[src/rtl/out_bcd_display.sv]
// -----------------------------------------------------------------------------
// out_bcd_display
//
// Watches the CPU output word and, whenever it changes, converts it to packed
// BCD with a sequential double-dabble engine (one bit per clock). The result is
// held in a register and decoded into one 7-segment pattern per decimal digit.
//
// Ports:
//   clk    in   1             system clock, rising edge
//   rst    in   1             asynchronous, active-high reset
//   in     in   DATA_WIDTH    watched CPU output word, sampled every cycle
//   bcd    out  4*DIGITS      packed BCD, digit 0 (units) in bits [3:0]
//   seg    out  7*DIGITS      segments gfedcba, active-high, digit 0 in [6:0]
//   neg    out  1             sign of the displayed value
//   busy   out  1             conversion in progress
//   valid  out  1             one-cycle pulse when bcd/seg/neg update
//
// Build option:
//   OUT_BCD_SIGNED_EN  when defined, `in` is two's complement: negative values
//                      are converted as their magnitude and `neg` reports the
//                      sign. When undefined, `in` is unsigned and `neg` is 0.
//
// Timing (capture edge = E0): shifts happen on E1..E_DATA_WIDTH, the engine
// sits in DONE for one cycle and the registered outputs plus `valid` appear
// after edge E_DATA_WIDTH+1. The cycle in which `valid` is high is already an
// IDLE cycle internally, so a new value can be captured at its closing edge;
// this gives the DATA_WIDTH+2 minimum spacing between `valid` pulses.
// -----------------------------------------------------------------------------
module out_bcd_display #(
    parameter int DATA_WIDTH = 16,
    parameter int DIGITS     = 5
) (
    input  logic                    clk,
    input  logic                    rst,
    input  logic [DATA_WIDTH-1:0]   in,
    output logic [4*DIGITS-1:0]     bcd,
    output logic [7*DIGITS-1:0]     seg,
    output logic                    neg,
    output logic                    busy,
    output logic                    valid
);

    localparam int BCD_W = 4 * DIGITS;
    localparam int CNT_W = $clog2(DATA_WIDTH + 1);

    localparam logic [1:0] ST_IDLE  = 2'd0;
    localparam logic [1:0] ST_SHIFT = 2'd1;
    localparam logic [1:0] ST_DONE  = 2'd2;

    // Double-dabble correction: every digit >= 5 gets +3 before the shift so
    // that the shift carries it correctly into the next decimal digit.
    function automatic logic [BCD_W-1:0] add3_digits(input logic [BCD_W-1:0] s);
        logic [BCD_W-1:0] r;
        r = s;
        for (int i = 0; i < DIGITS; i++) begin
            if (s[4*i +: 4] >= 4'd5) begin
                r[4*i +: 4] = s[4*i +: 4] + 4'd3;
            end else begin
                r[4*i +: 4] = s[4*i +: 4];
            end
        end
        return r;
    endfunction

    // One BCD nibble to gfedcba, active-high; non-decimal nibbles go dark.
    function automatic logic [6:0] seg_decode(input logic [3:0] d);
        logic [6:0] p;
        case (d)
            4'd0:    p = 7'b0111111;
            4'd1:    p = 7'b0000110;
            4'd2:    p = 7'b1011011;
            4'd3:    p = 7'b1001111;
            4'd4:    p = 7'b1100110;
            4'd5:    p = 7'b1101101;
            4'd6:    p = 7'b1111101;
            4'd7:    p = 7'b0000111;
            4'd8:    p = 7'b1111111;
            4'd9:    p = 7'b1101111;
            default: p = 7'b0000000;
        endcase
        return p;
    endfunction

`ifdef OUT_BCD_SIGNED_EN
    // Magnitude of a two's complement word; the most negative value maps onto
    // itself, which read as unsigned is exactly 2^(DATA_WIDTH-1).
    function automatic logic [DATA_WIDTH-1:0] magnitude(input logic [DATA_WIDTH-1:0] v);
        logic [DATA_WIDTH-1:0] m;
        if (v[DATA_WIDTH-1]) begin
            m = ~v + {{(DATA_WIDTH-1){1'b0}}, 1'b1};
        end else begin
            m = v;
        end
        return m;
    endfunction
`endif

    logic [1:0]            state_r,   state_s;
    logic [DATA_WIDTH-1:0] last_r,    last_s;
    logic [DATA_WIDTH-1:0] shift_r,   shift_s;
    logic [BCD_W-1:0]      scratch_r, scratch_s;
    logic [CNT_W-1:0]      cnt_r,     cnt_s;
    logic [BCD_W-1:0]      bcd_r,     bcd_s;
    logic                  busy_r,    busy_s;
    logic                  valid_r,   valid_s;
    logic [BCD_W-1:0]      adj_s;
`ifdef OUT_BCD_SIGNED_EN
    logic                  sign_r,    sign_s;
    logic                  neg_r,     neg_s;
`endif

    // Next-state logic for the conversion engine and output registers.
    always_comb begin
        state_s   = state_r;
        last_s    = last_r;
        shift_s   = shift_r;
        scratch_s = scratch_r;
        cnt_s     = cnt_r;
        bcd_s     = bcd_r;
        valid_s   = 1'b0;
        adj_s     = add3_digits(scratch_r);
`ifdef OUT_BCD_SIGNED_EN
        sign_s    = sign_r;
        neg_s     = neg_r;
`endif
        case (state_r)
            ST_IDLE: begin
                if (in != last_r) begin
                    last_s    = in;
`ifdef OUT_BCD_SIGNED_EN
                    shift_s   = magnitude(in);
                    sign_s    = in[DATA_WIDTH-1];
`else
                    shift_s   = in;
`endif
                    scratch_s = '0;
                    cnt_s     = '0;
                    state_s   = ST_SHIFT;
                end else begin
                    state_s   = ST_IDLE;
                end
            end
            ST_SHIFT: begin
                // Top BCD bit falls off: excess high-order digits truncate.
                scratch_s = {adj_s[BCD_W-2:0], shift_r[DATA_WIDTH-1]};
                shift_s   = {shift_r[DATA_WIDTH-2:0], 1'b0};
                cnt_s     = cnt_r + {{(CNT_W-1){1'b0}}, 1'b1};
                if (cnt_r == CNT_W'(DATA_WIDTH - 1)) begin
                    state_s = ST_DONE;
                end else begin
                    state_s = ST_SHIFT;
                end
            end
            ST_DONE: begin
                bcd_s   = scratch_r;
`ifdef OUT_BCD_SIGNED_EN
                neg_s   = sign_r;
`endif
                valid_s = 1'b1;
                state_s = ST_IDLE;
            end
            default: begin
                state_s = ST_IDLE;
            end
        endcase
        // Busy covers the whole conversion including the cycle valid is shown.
        busy_s = (state_s != ST_IDLE) || valid_s;
    end

    // State and output registers, asynchronously cleared.
    always_ff @(posedge clk or posedge rst) begin
        if (rst) begin
            state_r   <= ST_IDLE;
            last_r    <= '0;
            shift_r   <= '0;
            scratch_r <= '0;
            cnt_r     <= '0;
            bcd_r     <= '0;
            busy_r    <= 1'b0;
            valid_r   <= 1'b0;
`ifdef OUT_BCD_SIGNED_EN
            sign_r    <= 1'b0;
            neg_r     <= 1'b0;
`endif
        end else begin
            state_r   <= state_s;
            last_r    <= last_s;
            shift_r   <= shift_s;
            scratch_r <= scratch_s;
            cnt_r     <= cnt_s;
            bcd_r     <= bcd_s;
            busy_r    <= busy_s;
            valid_r   <= valid_s;
`ifdef OUT_BCD_SIGNED_EN
            sign_r    <= sign_s;
            neg_r     <= neg_s;
`endif
        end
    end

    // Per-digit segment decode of the registered BCD value.
    always_comb begin
        seg = '0;
        for (int i = 0; i < DIGITS; i++) begin
            seg[7*i +: 7] = seg_decode(bcd_r[4*i +: 4]);
        end
    end

    assign bcd   = bcd_r;
    assign busy  = busy_r;
    assign valid = valid_r;
`ifdef OUT_BCD_SIGNED_EN
    assign neg   = neg_r;
`else
    assign neg   = 1'b0;
`endif

endmodule

[config.mk]
export PLATFORM = sky130hd
export DESIGN_NAME = out_bcd_display
export DESIGN_NICKNAME = d
export VERILOG_FILES = /design/src/rtl/out_bcd_display.sv
export SDC_FILE = /design/constraint.sdc
export NUM_CORES = 1
export LEC_CHECK = 0
export ABC_AREA = 1
export ABC_CLOCK_PERIOD_IN_PS = 4500
export CORE_ASPECT_RATIO = 1.4
export CORE_UTILIZATION = 59
export DETAILED_ROUTE_END_ITERATION = 6
export PLACE_DENSITY = 0.9
export SYNTH_ARGS = -nofsm -noshare
export SYNTH_HDL_FRONTEND = slang
export SYNTH_SLANG_ARGS = --single-unit
[constraint.sdc]
create_clock -name clk -period 4.5 [get_ports clk]
set_input_delay 0.9 -clock clk [delete_from_list [all_inputs] [get_ports clk]]
set_output_delay 0.9 -clock clk [all_outputs]
set_load 0.02 [all_outputs]
After elaboration in Yosys (flattened, before gate mapping)
Memory sizes are Yosys's and may differ from the RTL's.
Cells that the tools add are included.
{ "word_totals": {"regBits": 81, "rom_bits": 560, "out_inout_bits": 58, "elab_cells": 50, "mem_count": 5} }
{ "mem_list": {"columns": ["memory", "words", "width", "read_ports", "rd_ports_with_merged_regs", "write_ports", "line", "rtl"], "rows": [
  ["(name not given)", 16, 7, 1, 0, 0, "68", "case (d)"],
  ["(name not given)", 16, 7, 1, 0, 0, "68", null],
  ["(name not given)", 16, 7, 1, 0, 0, "68", null],
  ["(name not given)", 16, 7, 1, 0, 0, "68", null],
  ["(name not given)", 16, 7, 1, 0, 0, "68", null]
]} }
{ "op_classes": {"addsub": 6, "order_cmp": 5, "eq_ne": 5, "muxes": 15, "reduce_logical": 6} }
{ "ops": {"columns": ["op", "count"], "rows": [
  ["case mux 20 bit (2 select lines)", 1],
  ["case mux 16 bit (2 select lines)", 1],
  [">= comparator 4 x 3 -> 1 bit, second input constant", 5],
  ["two-way mux 20 bit", 1],
  ["adder 4 x 2 -> 4 bit, second input constant", 4],
  ["two-way mux 16 bit", 1],
  ["two-way mux 4 bit", 4],
  ["inequality test 16 bit", 1],
  ["case mux 5 bit (2 select lines)", 1],
  ["adder 5 x 1 -> 5 bit, second input constant", 1],
  ["== test 5 x 4 -> 1 bit, second input constant", 1],
  ["two-way mux 5 bit", 1],
  ["case mux 2 bit (2 select lines)", 1],
  ["AND reduction 2 bit", 2],
  ["nonzero test 2 bit", 2],
  ["adder 3 x 2 -> 3 bit, second input constant", 1],
  ["two-way mux 3 bit", 1],
  ["== test 2 x 1 -> 1 bit, second input constant", 1],
  ["== test 2 bit, second input constant", 1],
  ["zero test 2 bit", 1],
  ["two-way mux 1 bit", 2],
  ["two-way mux 2 bit", 1],
  ["inequality test 2 bit, second input constant", 1],
  ["logical OR 1 bit", 1]
]} }

Logic depth before layout (Yosys ltp)
{ "logic_depth": {"word_depth": 5, "mapped_depth": 12, "ltp_nobuf": 11} }

Least setup slack after synthesis
No wires, ideal clock.
{ "synth_timing": {"path_kind": "reg2out", "startpoint": "reg bcd_r[9] (netlist: bcd[9])", "endpoint": "out seg[15]", "arrival_time_ps": 1489, "path_slack_ps": 2111, "stages_incl_launch_ff": 6, "cell_sequence": "dfrtp_1 inv_1 ha_1 nand2_1 inv_1 o21ai_0"} }
{ "synth_between": {"elab_chain_cells": 1} }
{ "synth_lines": {"columns": ["item", "line", "rtl"], "rows": [
  ["from (decl)", "103", "logic [BCD_W-1:0] bcd_r, bcd_s;"],
  ["from (signal assigned)", "191", "bcd_r <= bcd_s;"],
  ["memory read (16 x 7 bit)", null, null],
  ["to (decl)", "37", "output logic [7*DIGITS-1:0] seg,"]
]} }
Every way passes these cells.

Final worst setup path
{ "layout_timing": {"startpoint": "reg bcd_r[1] (netlist: bcd[1])", "endpoint": "out seg[1]"} }
The elaborated chain is that of the path after synthesis.

==> flow_summary.toml <==
[synthesis]
synthCells = 689
synth_top_cell_area_share_pct = 40.55
syn-num-nets = 749
synth_common_cells = "nand2_1, o21ai_0, inv_1"
postSynthRegisterBits = 81
synth_edf_count = 0
synth_area_um2 = 4999
async_flop_share_pct = 100.0
syn_area_per_cell_um2 = 7.255
ys_seq_area_share_pct = 40.55
synth_ff_type = "dfrtp_1"
ys_types = 22
synth_top_area_cell = "dfrtp_1"
synth.yosys.warnings = 0
synth.most_common_cell = "nand2_1"
synthTopCellsByArea = "dfrtp_1, nand2_1, ha_1"

[global_route]
grt_pass1_vias = 4302
grt_max_degree = 64
grt_antenna_before_repair = 0
overflow = 0
grt_pass1_wl_mm = 18.50
grt_use_total_pct = 26.05

[layout]
synthToLayoutAreaGrowth_pct = 21.23
layout.nets = 814
multi_input_area_um2 = 2486
final_core_utilization_pct = 73.92
diodes = 0
seqCellArea_um2 = 2027
nFillCells = 599
finalNonFillerCells = 861
layout-drive-gt1-share_pct = 3.557
stdcell_area_um2 = 6060

[clocking]
clock_path_buffers = 2
cts.reportedPaths.clkPinSlew_ns = 0.06
holdBufCountCts = 0
cts_tree = "built"
numClockSinks = 81
cts_buffers = 9
cts_resized = 0
root_buffer = "clkbuf_16"
clock_latency_ns = 0.33
post_cts_buffers = 0
ctsHtreeMaxLevel = 3

[worst_setup_path]
cp_max_fo = 6
path_common_cell = "inv_1"
cp.arrival_ns = 2.10
cp-end-kind = "primary output"
critPathLaunch = "bcd[1]"
r2r-start = "last_r[12]"
startpoint_type = "flip-flop"
max_stage_delay_ns = 0.63
criticalPathCategory = "flip-flop to primary output"
slowest_stage = "clkdlybuf4s50_1"
r2r_slack_ns = 2.33
r2r-end = "shift_r[4]"
worst_r2r_path_depth = 11
crit_end = "seg[1]"
cp_cell_sequence = "inv_1 > ha_1 > nand2_1 > inv_1 > o21ai_0 > clkdlybuf4s50_1"
crit_required_ns = 3.60

[timing]
fin_tns_setup_ns = 0
min_period_ns = 3.004
setup_ws_ns = 1.496
rsz0062_at_grt = "no"
hold_viol_final = 0
finalCritPeriodShare_pct = 66.76
relSlewSlack_pct = 22.54
tightest_slew_ns = 1.161
finalClockSkew_ns = 0.007470
setup_violations = 0
hold_slack_ns = 0.4772
max_freq_mhz = 332.9
drv_slew = 0

[run]
drv_cap = 0

[floorplanning]
core_um2 = 8198
die_h_um = 110.9
initial_core_util_pct = 60.97
io_pins = 76
dieWidth_um = 79.79
dieArea_um2 = 8849
rows = 39

[pwr]
cellPowerDensity_nw_per_um2 = 837.6
p_leak_nw = 3.191
ir_drop_v = 0.0004783
p_total_mw = 5.076

[route]
drc = 0
wire_per_inst_um = 12.52
vias_per_cell = 5.338
drt_iter0_markers = 444
final_antenna_net_count = 0
vias = 4596
wirelength_mm = 10.78
dr.pass1.iters = 5

[placement]
gp_congestion = 0.7795
hpwl_mm = 7.320
dp_worst_setup_slack_ns = 1.333
placedCellCount = 845
port_buffers = 74
post_dp_cell_area_um2 = 5754

[min_path]
min_path_type = "flip-flop to flip-flop"

[outcome]
status = "finished, final reports clean"
==> logic make-up (layout without fill, tap and decap cells) <==
kind of cell	Yosys count	in the layout	share of synthesized area, %
flip-flops	81	81	40.55
adder cells (fa/ha/maj)	42	42	10.51
XOR/XNOR	3	3	0.5258
buffers and inverters	115	185	9.812
AND/OR/NAND/NOR	336	336	27.31
AO/OA/AOI/OAI	111	111	11.21
other	1	1	0.07502
==> critical path: cells and delay by family, from the launching register on <==
family / cells / cell delay [ns]
adders and majority gates: 1 / 0.26
buffers and inverters: 3 / 0.85
and+or+nand+nor: 1 / 0.07
AOI/OAI and AO/OA: 1 / 0.17
DFF: 1 / 0.42
==> sequential cells by signal, indices dropped and copies added (netlist names) <==
name       count
state_r        2
cnt_r          5
busy           1
scratch_r     20
shift_r       16
valid          1
last_r        16
bcd           20
==> report_power, final <==
group	switching (mW)	internal (mW)	leakage, nW
clock network	0.272	0.486	0.148
logic	1.70	1.21	2.04
registers	0.334	1.07	1.00
total	2.31	2.77	3.19
==> worst min-delay path by stage <==
stage                start            to  slack, ns  depth (start not counted)
6_report       shift_r[15]  scratch_r[0]       0.48                          2
5_1_grt        shift_r[15]  scratch_r[0]       0.52                          2
4_1_cts        shift_r[15]  scratch_r[0]       0.48                          2
3_5_place_dp   shift_r[15]  scratch_r[0]       0.46                          2
3_3_place_gp   shift_r[15]  scratch_r[0]       0.46                          2
2_1_floorplan  shift_r[15]  scratch_r[0]       0.45                          2
==> final cells by class <==
class                   count  share of cell area (%)
clock inverters             3                   1.074
repair buffers             78                   12.72
flip-flops and latches     81                   33.45
multi-input cells         493                   41.03
well taps                 102                   2.106
clock buffers              13                   3.964
inverters                  91                   5.658
==> metal layers <==
metal / share of wire, % / vias up / GRT usage [%]
met5: 0 / - / 0
met4: 1.9 / 0 / 8.571
met3: 4.2 / 18 / 4.856
met2: 54 / 133 / 47.07
met1: 40 / 2155 / 30.30
li1: - / 2290 / -
==> placed cells by master, fill, tap and decap left out, types with 7 or more instances in the layout <==
cell type / n
nor2_1: 33
inv_1: 90
a21oi_1: 12
clkdlybuf4s50_1: 74
dfrtp_1: 81
or2_2: 7
clkbuf_16: 9
nand3_1: 58
nand2_1: 231
o21ai_0: 93
ha_1: 42
Note: power is estimated with default switching activity, not from simulation.
